File: src/rtl/edge_capture_pkg.sv
// edge_capture_pkg: shared definitions for the edge_capture block.
//   - mode_e: per-channel edge-select encoding
//   - parameter limits checked at elaboration by the top
//   - edge_match(): maps a mode and the filtered rise/fall flags to an event
package edge_capture_pkg;

    typedef enum logic [1:0] {
        MODE_OFF  = 2'b00,
        MODE_RISE = 2'b01,
        MODE_FALL = 2'b10,
        MODE_BOTH = 2'b11
    } mode_e;

    localparam int CHANNELS_MIN    = 1;
    localparam int CHANNELS_MAX    = 16;
    localparam int SYNC_STAGES_MIN = 2;
    localparam int SYNC_STAGES_MAX = 4;

    function automatic logic edge_match(input logic [1:0] mode,
                                        input logic rise,
                                        input logic fall);
        logic hit;
        case (mode)
            MODE_RISE: hit = rise;
            MODE_FALL: hit = fall;
            MODE_BOTH: hit = rise | fall;
            default:   hit = 1'b0;
        endcase
        return hit;
    endfunction

endpackage

File: src/rtl/edge_capture_chan.sv
// edge_capture_chan: one capture channel.
//   Synchroniser -> optional glitch filter -> edge detect -> sticky flags.
//   Build option: EDGE_CAPTURE_FILTER_EN builds the glitch filter; without it
//   the filtered value is the synchronised value and filt_len is unused.
// Ports:
//   clk, rst_n : clock, async active-low reset
//   sig        : raw asynchronous input
//   mode       : edge select (see edge_capture_pkg::mode_e)
//   filt_len   : stable cycles required beyond the first mismatch
//   clr        : write-1-to-clear of pending and ovf
//   pulse      : registered one-cycle event strobe
//   pending    : sticky event flag
//   ovf        : sticky overrun flag
module edge_capture_chan
    import edge_capture_pkg::*;
#(
    parameter int SYNC_STAGES = 2,
    parameter int FILTER_W    = 4
) (
    input  logic                clk,
    input  logic                rst_n,
    input  logic                sig,
    input  logic [1:0]          mode,
    input  logic [FILTER_W-1:0] filt_len,
    input  logic                clr,
    output logic                pulse,
    output logic                pending,
    output logic                ovf
);

    logic [SYNC_STAGES-1:0] sync_ff;
    logic                   sync;
    logic                   filt;
    logic                   filt_d;
    logic                   hit;

    always_ff @(posedge clk or negedge rst_n) begin
        if (!rst_n) sync_ff <= '0;
        else        sync_ff <= {sync_ff[SYNC_STAGES-2:0], sig};
    end
    assign sync = sync_ff[SYNC_STAGES-1];

`ifdef EDGE_CAPTURE_FILTER_EN
    logic [FILTER_W-1:0] count;

    // >= rather than == so a filt_len lowered below the running count
    // accepts on the next cycle instead of stalling or wrapping.
    always_ff @(posedge clk or negedge rst_n) begin
        if (!rst_n) begin
            count <= '0;
            filt  <= 1'b0;
        end else if (sync == filt) begin
            count <= '0;
        end else if (count >= filt_len) begin
            filt  <= sync;
            count <= '0;
        end else begin
            count <= count + FILTER_W'(1);
        end
    end
`else
    logic unused_filt_len;
    assign unused_filt_len = ^filt_len;
    assign filt = sync;
`endif

    // Edge is seen between filt and its one-cycle delay, so the strobe
    // lands on the cycle after filt changes.
    always_comb begin
        hit = edge_match(mode, filt & ~filt_d, ~filt & filt_d);
    end

    always_ff @(posedge clk or negedge rst_n) begin
        if (!rst_n) begin
            filt_d  <= 1'b0;
            pulse   <= 1'b0;
            pending <= 1'b0;
            ovf     <= 1'b0;
        end else begin
            filt_d <= filt;
            pulse  <= hit;
            if (clr) begin
                // a coincident event keeps pending set but never counts as overrun
                pending <= hit;
                ovf     <= 1'b0;
            end else if (hit) begin
                pending <= 1'b1;
                if (pending) ovf <= 1'b1;
            end
        end
    end

endmodule

File: src/rtl/edge_capture.sv
// edge_capture: CHANNELS independent edge-capture channels plus interrupt.
//   Build option: EDGE_CAPTURE_FILTER_EN enables the per-channel glitch filter.
// Ports:
//   clk, rst_n : clock, async active-low reset
//   sig_in     : raw asynchronous inputs, one per channel
//   mode       : 2 bits per channel, [2i+1:2i]: 00 off, 01 rise, 10 fall, 11 both
//   filt_len   : shared glitch-filter length
//   clr        : per-channel write-1-to-clear of pending/ovf
//   pulse_out  : one-cycle event strobes
//   pending    : sticky event flags
//   ovf        : sticky overrun flags
//   irq        : OR of all pending bits
module edge_capture
    import edge_capture_pkg::*;
#(
    parameter int CHANNELS    = 4,
    parameter int SYNC_STAGES = 2,
    parameter int FILTER_W    = 4
) (
    input  logic                  clk,
    input  logic                  rst_n,
    input  logic [CHANNELS-1:0]   sig_in,
    input  logic [2*CHANNELS-1:0] mode,
    input  logic [FILTER_W-1:0]   filt_len,
    input  logic [CHANNELS-1:0]   clr,
    output logic [CHANNELS-1:0]   pulse_out,
    output logic [CHANNELS-1:0]   pending,
    output logic [CHANNELS-1:0]   ovf,
    output logic                  irq
);

    if (CHANNELS < CHANNELS_MIN || CHANNELS > CHANNELS_MAX) begin : gen_bad_channels
        $error("edge_capture: CHANNELS out of range");
    end
    if (SYNC_STAGES < SYNC_STAGES_MIN || SYNC_STAGES > SYNC_STAGES_MAX) begin : gen_bad_sync
        $error("edge_capture: SYNC_STAGES out of range");
    end

    for (genvar i = 0; i < CHANNELS; i++) begin : gen_chan
        edge_capture_chan #(
            .SYNC_STAGES (SYNC_STAGES),
            .FILTER_W    (FILTER_W)
        ) u_chan (
            .clk      (clk),
            .rst_n    (rst_n),
            .sig      (sig_in[i]),
            .mode     (mode[2*i+1:2*i]),
            .filt_len (filt_len),
            .clr      (clr[i]),
            .pulse    (pulse_out[i]),
            .pending  (pending[i]),
            .ovf      (ovf[i])
        );
    end

    assign irq = |pending;

endmodule

File: config.mk
export PLATFORM = sky130hd
export DESIGN_NAME = edge_capture
export DESIGN_NICKNAME = d
export VERILOG_FILES = /design/src/rtl/edge_capture_pkg.sv /design/src/rtl/edge_capture_chan.sv /design/src/rtl/edge_capture.sv
export SDC_FILE = /design/constraint.sdc
export NUM_CORES = 1
export LEC_CHECK = 0
export ABC_CLOCK_PERIOD_IN_PS = 2550
export CAP_MARGIN = 30
export CELL_PAD_IN_SITES_DETAIL_PLACEMENT = 0
export CELL_PAD_IN_SITES_GLOBAL_PLACEMENT = 1
export CORE_UTILIZATION = 37
export CTS_CLUSTER_DIAMETER = 50
export DETAILED_ROUTE_END_ITERATION = 10
export PLACE_DENSITY_LB_ADDON = 0.05
export SYNTH_ARGS = -nofsm -noshare
export SYNTH_HDL_FRONTEND = slang
export SYNTH_SLANG_ARGS = --single-unit
File: constraint.sdc
create_clock -name clk -period 2.55 [get_ports clk]
set_clock_uncertainty 0.05 [all_clocks]
set_input_delay 0.51 -clock clk [delete_from_list [all_inputs] [get_ports clk]]
set_output_delay 0.51 -clock clk [all_outputs]
set_load 0.01 [all_outputs]
==> impl_summary.md, run 1 <==
Place
The post-DP HPWL is 1310 um. The final weighted congestion of routability-driven global placement is 0.783. Input and output buffers added on the ports amount to 30. The area of placed instances is 1370 sq um.

Setup path
The critical path data required time is 1.99 ns. The critical path class is flip-flop to output port. STA classifies the critical path endpoint as an output port. The maximum cell stage delay along the critical path is 0.53 ns. The kind of launch point of the worst setup path is a flip-flop. The critical-path cell with the highest stage delay is sky130_fd_sc_hd__clkdlybuf4s50_1.

The arrival time at the worst endpoint is 1.45 ns. The largest fanout of any net on the critical path is 4. The register-to-register setup slack is between 1 and 1.5 ns. The signal on the critical path passes through inv_1, nand4_1, clkdlybuf4s50_1.

CTS
For the worst-skew pair, the clock arrives at the later sink with an insertion delay of 0.30 ns. The number of buffers between clock root and the deepest sink is 2. Clock-pin slew was measured on the worst setup and hold paths at 0.12 ns. For this design, the sink count on the clock tree is 24.

The H-tree depth reported by CTS is 1. Once the clock tree was built, the resizer swapped 0 gates to a different size. The number of setup buffers added after CTS is 0. The number of hold-repair buffers added at the cts stage is 0. The number of CTS-inserted buffers is 3. The root buffer selected by CTS is sky130_fd_sc_hd__clkbuf_4. TritonCTS built the clock tree.

Floorplanning
The number of top-level design ports is 35. The die is between 50 and 60 um tall. The area of the die is 3220 sq um. The initial core utilization is 0.396. Measured along the x axis, the die boundary spans 56.8 um.

The area of the core region is 2810 sq um. The initialized floorplan defines 19 standard-cell rows.

Cells and area
Summing all non-filler instances in the final layout gives an area of 1400 sq um. The leading cell type in the layout, fill and taps excluded is sky130_fd_sc_hd__clkdlybuf4s50_1. The area used by multi-input combinational logic is about 360 sq um. Leaving out fill and tap cells, the most frequent cells in the layout are 30 x sky130_fd_sc_hd__clkdlybuf4s50_1, 24 x sky130_fd_sc_hd__dfrtp_1, 16 x sky130_fd_sc_hd__inv_1. The share of layout cells above drive strength 1 is 0.0840. Measured on the finished design, the core utilization comes to 0.500. The number of antenna diodes in the final layout is 0. Across the whole layout, storage elements account for 601 sq um. The layout overhead on the synthesized area is 26.4%. The filler cells instantiated in the layout total between 200 and 300. The net count reported at finish is 150.

Timing
The clock period could shrink to about 2.0 ns. The worst slew slack as a fraction of its limit is 0.802. The part of the cycle the worst path needs is 0.787. Based on the critical path, the design can be clocked at up to 498 MHz. The final number of hold-violating endpoints is 0.

Setup repair after global routing left no endpoint under its margin. The number of pins with negative max-slew slack in the final report is 0. The actual slew at the worst max-slew pin is 0.297 ns.

For the final routed database, the setup TNS stands at 0 ns. Setup violations remaining at the end of the flow were counted as 0.

Power
The analysis attributes to cell leakage a power of ~0.65 nW. The worst-case vdd ir drop is roughly 0.00028 V. The power density over the cells is approximately 550 nW/um^2.

Total power for the finished layout comes to 0.765 mW.

GRT
The wire length of the first global-routing pass is 2900 um. The overall routing resource usage is 0.115. Entering global routing, the biggest net connects 25 pins.

The number of global-route vias before repair is 715. The initial antenna violation count is 0. The residual overflow from global routing is 0.

Logic synthesis
Yosys attributes the largest share of cell area to sky130_fd_sc_hd__dfrtp_1 54%, sky130_fd_sc_hd__ha_1 9.0%, sky130_fd_sc_hd__buf_4 8.1%, sky130_fd_sc_hd__inv_1 5.4%, sky130_fd_sc_hd__nor2b_4 3.7%. Of the total synthesized cell area, the portion taken by full adders, half adders and majority gates is 0.0902. The share of the Yosys chip area taken by registers is 0.541. The distinct cell type count of the synthesized netlist is 16. Of the total synthesized cell area, the portion taken by AND, OR, NAND and NOR gates is 0.0767. Of the total synthesized cell area, the portion taken by XOR and XNOR cells is 0. Of the post-synthesis cell area, the part taken by muxes is 0. The largest area contributor in the netlist is sky130_fd_sc_hd__dfrtp_1. After synthesis, the largest family of logic cells by area is compound AO/OA/AOI/OAI gates. The compound-cell area share of the yosys netlist is 0.157. The net count after synthesis is 126. During synthesis, Yosys emitted a total of 0 warnings. Each instance of the synthesized netlist takes up on average ~12 sq um. After synthesis the cells add up to approximately 1100 sq um. In this run, synthesis produced a sequential element count of 24. Of the post-synthesis cell area, the dominant cell type holds 0.541. The post-synthesis instance total is 96.

Job
Max-cap violations in this run came to 0.

Min path
The path class of the tightest hold or removal check is flip-flop to flip-flop.

Route
The number of routed nets with antenna violations is 0. For this block, the initial DRC count from the detailed router was 20. Dividing the detail-routed via count by the number of cells gives ~5. The final route contains 732 vias. After detailed routing, the total wire length is 1650 um. The wire length per cell is between 10 and 15 um. The pre-antenna-repair detailed-routing pass consisted of 7 iterations.

The post-route DRC violation count is 4.

Status
The run finished, with violations left. The final reports fail on design-rule violations.
-- logic make-up after synthesis --
logic type | Yosys count
buf+inv | 28
compound gates | 24
flops | 24
simple gates | 12
fa+ha+maj | 8
-- power breakdown --
group | switching (mW) | internal, mW | leakage [nW]
combinational | 0.0620 | 0.0847 | 0.332
clock | 0.105 | 0.0870 | 0.0210
sequential | 0.0184 | 0.408 | 0.295
total | 0.185 | 0.580 | 0.648
-- synth_stat cells --
cell type,instances
sky130_fd_sc_hd__dfrtp_1,24
sky130_fd_sc_hd__o21ai_0,3
sky130_fd_sc_hd__o211ai_2,2
sky130_fd_sc_hd__ha_1,8
sky130_fd_sc_hd__o21ai_1,4
sky130_fd_sc_hd__o2111ai_1,1
sky130_fd_sc_hd__buf_4,12
sky130_fd_sc_hd__o221ai_1,4
sky130_fd_sc_hd__nor2b_1,3
sky130_fd_sc_hd__nor2b_4,3
sky130_fd_sc_hd__a41oi_1,4
sky130_fd_sc_hd__nand2_1,5
sky130_fd_sc_hd__a21oi_1,4
sky130_fd_sc_hd__o211ai_1,2
sky130_fd_sc_hd__inv_1,16
sky130_fd_sc_hd__nand4_1,1
-- state kept, by name, indices dropped and copies added, names as in the netlist --
signal	cells
gen_chan.u_chan.pulse	4
gen_chan.u_chan.pending	4
gen_chan.u_chan.ovf	4
gen_chan.u_chan.sync_ff	8
gen_chan.u_chan.filt_d	4
-- per-stage QoR --
stage	hold slack, ns	setup slack [ns]	instances
finish	0.313	0.542	150
global placement	0.283	0.887	146
detailed placement	0.286	0.878	146
global route	0.330	0.427	150
CTS	0.318	0.520	150
floorplan	0.164	1.38	96
-- path summary, 6_finish.rpt --
path | end | cells past startpoint | startpoint
max | irq | 3 | gen_chan[2].u_chan.pending$_DFFE_PN0P_
max reg2reg | gen_chan[0].u_chan.pending$_DFFE_PN0P_ | 4 | gen_chan[0].u_chan.sync_ff[1]$_DFF_PN0_
min in group asynchronous | gen_chan[1].u_chan.sync_ff[1]$_DFF_PN0_ | 2 | rst_n
min reg2reg | gen_chan[3].u_chan.sync_ff[1]$_DFF_PN0_ | 0 | gen_chan[3].u_chan.sync_ff[0]$_DFF_PN0_
max in group asynchronous | gen_chan[0].u_chan.filt_d$_DFF_PN0_ | 2 | rst_n
min | gen_chan[3].u_chan.sync_ff[1]$_DFF_PN0_ | 0 | gen_chan[3].u_chan.sync_ff[0]$_DFF_PN0_
-- layer usage --
metal  up-vias  wire (um)  GRT usage
met5         -          0          0
met2        18        841      0.199
met4         0         16     0.0418
li1        361          -          -
met3         2         84     0.0276
met1       351        708      0.139
-- cell type report --
class / count / share of cell area
Tap cell: 31 / 0.0277
Clock buffer: 4 / 0.0259
Multi-Input combinational cell: 44 / 0.256
Timing Repair Buffer: 31 / 0.219
Sequential cell: 24 / 0.428
Inverter: 16 / 0.0428
-- critical path: cells and delay by family (launching register included) --
family	cells	cell delay [ns]
and+or+nand+nor	1	0.09
DFF	1	0.44
buffers and inverters	2	0.61
No activity file was read; power rests on OpenSTA's default activity.
==> inputs of run 2 (changes only) <==
--- a/config.mk
+++ b/config.mk
@@ -5,11 +5,11 @@
 export SDC_FILE = /design/constraint.sdc
 export NUM_CORES = 1
 export LEC_CHECK = 0
-export ABC_CLOCK_PERIOD_IN_PS = 2550
+export ABC_CLOCK_PERIOD_IN_PS = 1700
 export CAP_MARGIN = 30
 export CELL_PAD_IN_SITES_DETAIL_PLACEMENT = 0
 export CELL_PAD_IN_SITES_GLOBAL_PLACEMENT = 1
-export CORE_UTILIZATION = 37
+export CORE_UTILIZATION = 31
 export CTS_CLUSTER_DIAMETER = 50
 export DETAILED_ROUTE_END_ITERATION = 10
 export PLACE_DENSITY_LB_ADDON = 0.05
==> constraint.sdc (replaced) <==
create_clock -name clk -period 1.7 [get_ports clk]
set_clock_uncertainty 0.05 [all_clocks]
set_input_delay 0.34 -clock clk [delete_from_list [all_inputs] [get_ports clk]]
set_output_delay 0.34 -clock clk [all_outputs]
set_load 0.01 [all_outputs]
==> run 2 against run 1 <==
Against the previous run:
- the run now ends clean
- hold slack lost 0.0015 ns
- routed wire length grew 4.8%
- flip-flop and latch count is the same
- sequential power grew 48%
- total power grew 51%
- setup slack lost 0.46 ns
- global-route usage shrank 0.94 points
- critical path depth shrank 2
- register-to-register slack lost 0.85 ns
- non-clock buffer count grew 4
- first-iteration DRC count shrank 5.0%
- via count shrank 1.5%
- critical path type unchanged
==> impl_summary.md, run 2 (synthesis gave the netlist of run 1 again) <==
Status
The flow ran to the end, and the final reports show no timing, DRC or antenna violations.

GRT
The number of global-route vias before repair is 726 (+1.5%). The initial antenna violation count came to 0 (unchanged). The maximum number of pins on one net before global-route repair is 25 (unchanged). The overall routing resource usage is 0.106 (-0.00942).

The wire length of the first global-routing pass is 2960 um (+1.9%). The residual overflow from global routing was 0 (unchanged).

Timing
Setup repair after global routing left no endpoint under its margin. The slack of the critical path is 0.0874 ns (-0.455 ns). In the finished design, the share of the clock period the worst path needs comes to 0.949. The setup TNS after final layout is 0 ns (unchanged). The number of pins with negative max-slew slack in the final report is 0 (unchanged). Counting I/O delays and the setup requirement, the final critical path takes 1.61 ns. The final setup violation count is 0 (unchanged).

For this run, the top clock speed supported by timing is 620 MHz. The final number of hold-violating endpoints came to 0 (unchanged). The worst slew slack as a fraction of its limit is 0.799 (-0.00344). The actual slew at the worst max-slew pin is 0.302 ns (+0.00516 ns).

Cells and area
The flip-flop count of the largest register after layout is 8 (unchanged). The fill cell instance count of the final layout is 334 (+27%). In the layout the commonest cells are 25 x sky130_fd_sc_hd__clkdlybuf4s50_1, 24 x sky130_fd_sc_hd__dfrtp_1, 16 x sky130_fd_sc_hd__inv_1. The footprint of the flip-flops and latches came to 601 sq um (unchanged). The area used by multi-input combinational logic is 359 sq um (unchanged).

The library cell used most frequently in the layout, excluding fill and tap cells, is sky130_fd_sc_hd__clkdlybuf4s50_1. The net count reported at finish was 154 (+2.7%). The antenna cell count is 0 (unchanged). The post-route cell area came to 1450 sq um (+3.0%). The largest register by flop count is gen_chan.u_chan.sync_ff. The share of layout cells above drive strength 1 was 0.114 (+0.0298). The layout overhead on the synthesized area is 30.2%.

Floorplanning
The vertical die dimension came to 61.8 um (+8.9%). The chip width came to 61.8 um (+8.9%). The area of the die is 3820 sq um (+19%). The number of placement rows is 21 (+2). The initial core utilization came to 0.327 (-0.0682).

The number of top-level design ports is 35 (unchanged). The area of the core region is 3390 sq um (+21%).

Setup path
Traced cell by cell, the critical path runs through clkdlybuf4s50_1. The critical path is of the flip-flop to output port type. The largest fanout of any net on the critical path came to 2 (-2). The count of buffer and inverter cells on the critical path is 1 (-1). The category of cells accounting for the largest share of critical-path delay is buffers and inverters. The number of gates on the worst path with buffers counted came to 1 (-2).

The critical path data required time was 1.31 ns (-0.68 ns). The register-to-register setup slack came to 0.46 ns (-0.85 ns). The arrival time at the worst endpoint is 1.22 ns (-0.23 ns).

The maximum cell stage delay along the critical path is 0.54 ns (about the same). The worst reg2reg path depth came to 4 (unchanged). The critical-path cell with the highest stage delay is sky130_fd_sc_hd__clkdlybuf4s50_1. The kind of launch point of the worst setup path is a flip-flop. The critical path endpoint category is an output port. In this run the critical register-to-register path is launched from gen_chan[0].u_chan.sync_ff[1]$_DFF_PN0_.

Tracing the worst setup path back leads to its startpoint at gen_chan[3].u_chan.ovf$_DFFE_PN0P_.

CTS
The number of buffers between clock root and the deepest sink is 2 (unchanged). The clock slew at the register clock pins of the worst setup and hold paths is 0.12 ns (about the same). The root buffer cell chosen for the clock tree is sky130_fd_sc_hd__clkbuf_4. The H-tree depth reported by CTS is 1 (unchanged). The later-pin clock latency in the skew report was 0.30 ns (about the same). The number of hold-repair buffers added at the cts stage is 0 (unchanged). The total clock sinks is 24 (unchanged).

TritonCTS built the clock tree. The number of CTS-inserted buffers is 3 (unchanged).

Route
The post-route DRC violation count is 0 (-4). The number of detailed-route iterations in the first pass is 4 (-3). The routed wire length is 1730 um (+4.8%). The number of routed nets with antenna violations is 0 (unchanged). The vias after detailed routing is 721 (-1.5%). The wire length per cell came to 10.2 um (-6.9%). The vias per cell is 4.27 (-13%).

The initial DRC count came to 19 (-5.0%).

Place
The area of placed instances is 1390 sq um (+1.4%). The worst setup timing slack at the placement stage came to 0.198 ns (-0.680 ns). The final weighted congestion of routability-driven global placement is 0.661 (-16%).

The post-DP HPWL was 1340 um (+2.4%). The number of I/O port buffers is 30 (unchanged).

Job
The max-cap violation count is 0 (unchanged).

Min path
The startpoint identified for the worst hold timing path is gen_chan[0].u_chan.sync_ff[0]$_DFF_PN0_. The number of cells on the worst hold path is 0 (unchanged). The min-delay analysis places its worst path in the category flip-flop to flip-flop.

Power
The cell leakage power came to 0.676 nW (+4.2%). The worst-case vdd ir drop is 0.000302 V (+7.6%). The power density over the cells is 800 nW/um^2 (+47%).
==> run 2: cell count changes in the layout (fill, tap and decap cells not counted) <==
cell / before / now
sky130_fd_sc_hd__clkdlybuf4s50_1: 30 / 25
sky130_fd_sc_hd__dlygate4sd2_1: 0 / 5
sky130_fd_sc_hd__buf_4: 1 / 5
==> run 2: per-stage QoR <==
step	hold slack (ns)	util	cells	total power, mW
after floorplan	-0.00559	-	96	0.772
after global placement	0.283	0.409	161	0.875
after detailed placement	0.286	0.409	161	0.877
after CTS	0.316	0.426	169	1.18
after global routing	0.325	0.426	169	1.23
final	0.311	0.426	169	1.16
==> run 2: cell type report <==
cell class | count | share of cell area
Inverter | 16 | 0.0416
Clock buffer | 4 | 0.0251
Tap cell | 46 | 0.0398
Multi-Input combinational cell | 44 | 0.248
Timing Repair Buffer | 35 | 0.229
Sequential cell | 24 | 0.416
==> run 2: final timing paths <==
kind                                                            to
setup / recovery                                            ovf[3]
hold / removal             gen_chan[0].u_chan.sync_ff[1]$_DFF_PN0_
setup reg to reg            gen_chan[0].u_chan.pending$_DFFE_PN0P_
hold reg to reg            gen_chan[0].u_chan.sync_ff[1]$_DFF_PN0_
max in group asynchronous  gen_chan[1].u_chan.sync_ff[1]$_DFF_PN0_
min in group asynchronous  gen_chan[3].u_chan.sync_ff[1]$_DFF_PN0_
==> run 2: where the power goes <==
group          leakage, nW  switching [mW]  internal (mW)
registers            0.295          0.0193          0.612
clock network       0.0210           0.158          0.131
logic                0.359           0.104          0.132
total                0.676           0.282          0.874
==> run 2: routing by layer <==
layer / vias to the layer above / track usage / share of wire
li1: 370 / - / -
met2: 18 / 0.164 / 0.48
met5: - / 0 / 0
met1: 331 / 0.144 / 0.48
met4: 0 / 0.0476 / 0.0058
met3: 2 / 0.0186 / 0.038
==> run 2: repair_timing <==
item | CTS | global route
setup endpoints to repair | 2 | 0
setup buffers | 4 | 0
resized for setup | 5 | 0
endpoints found under the hold margin | 0 | 0
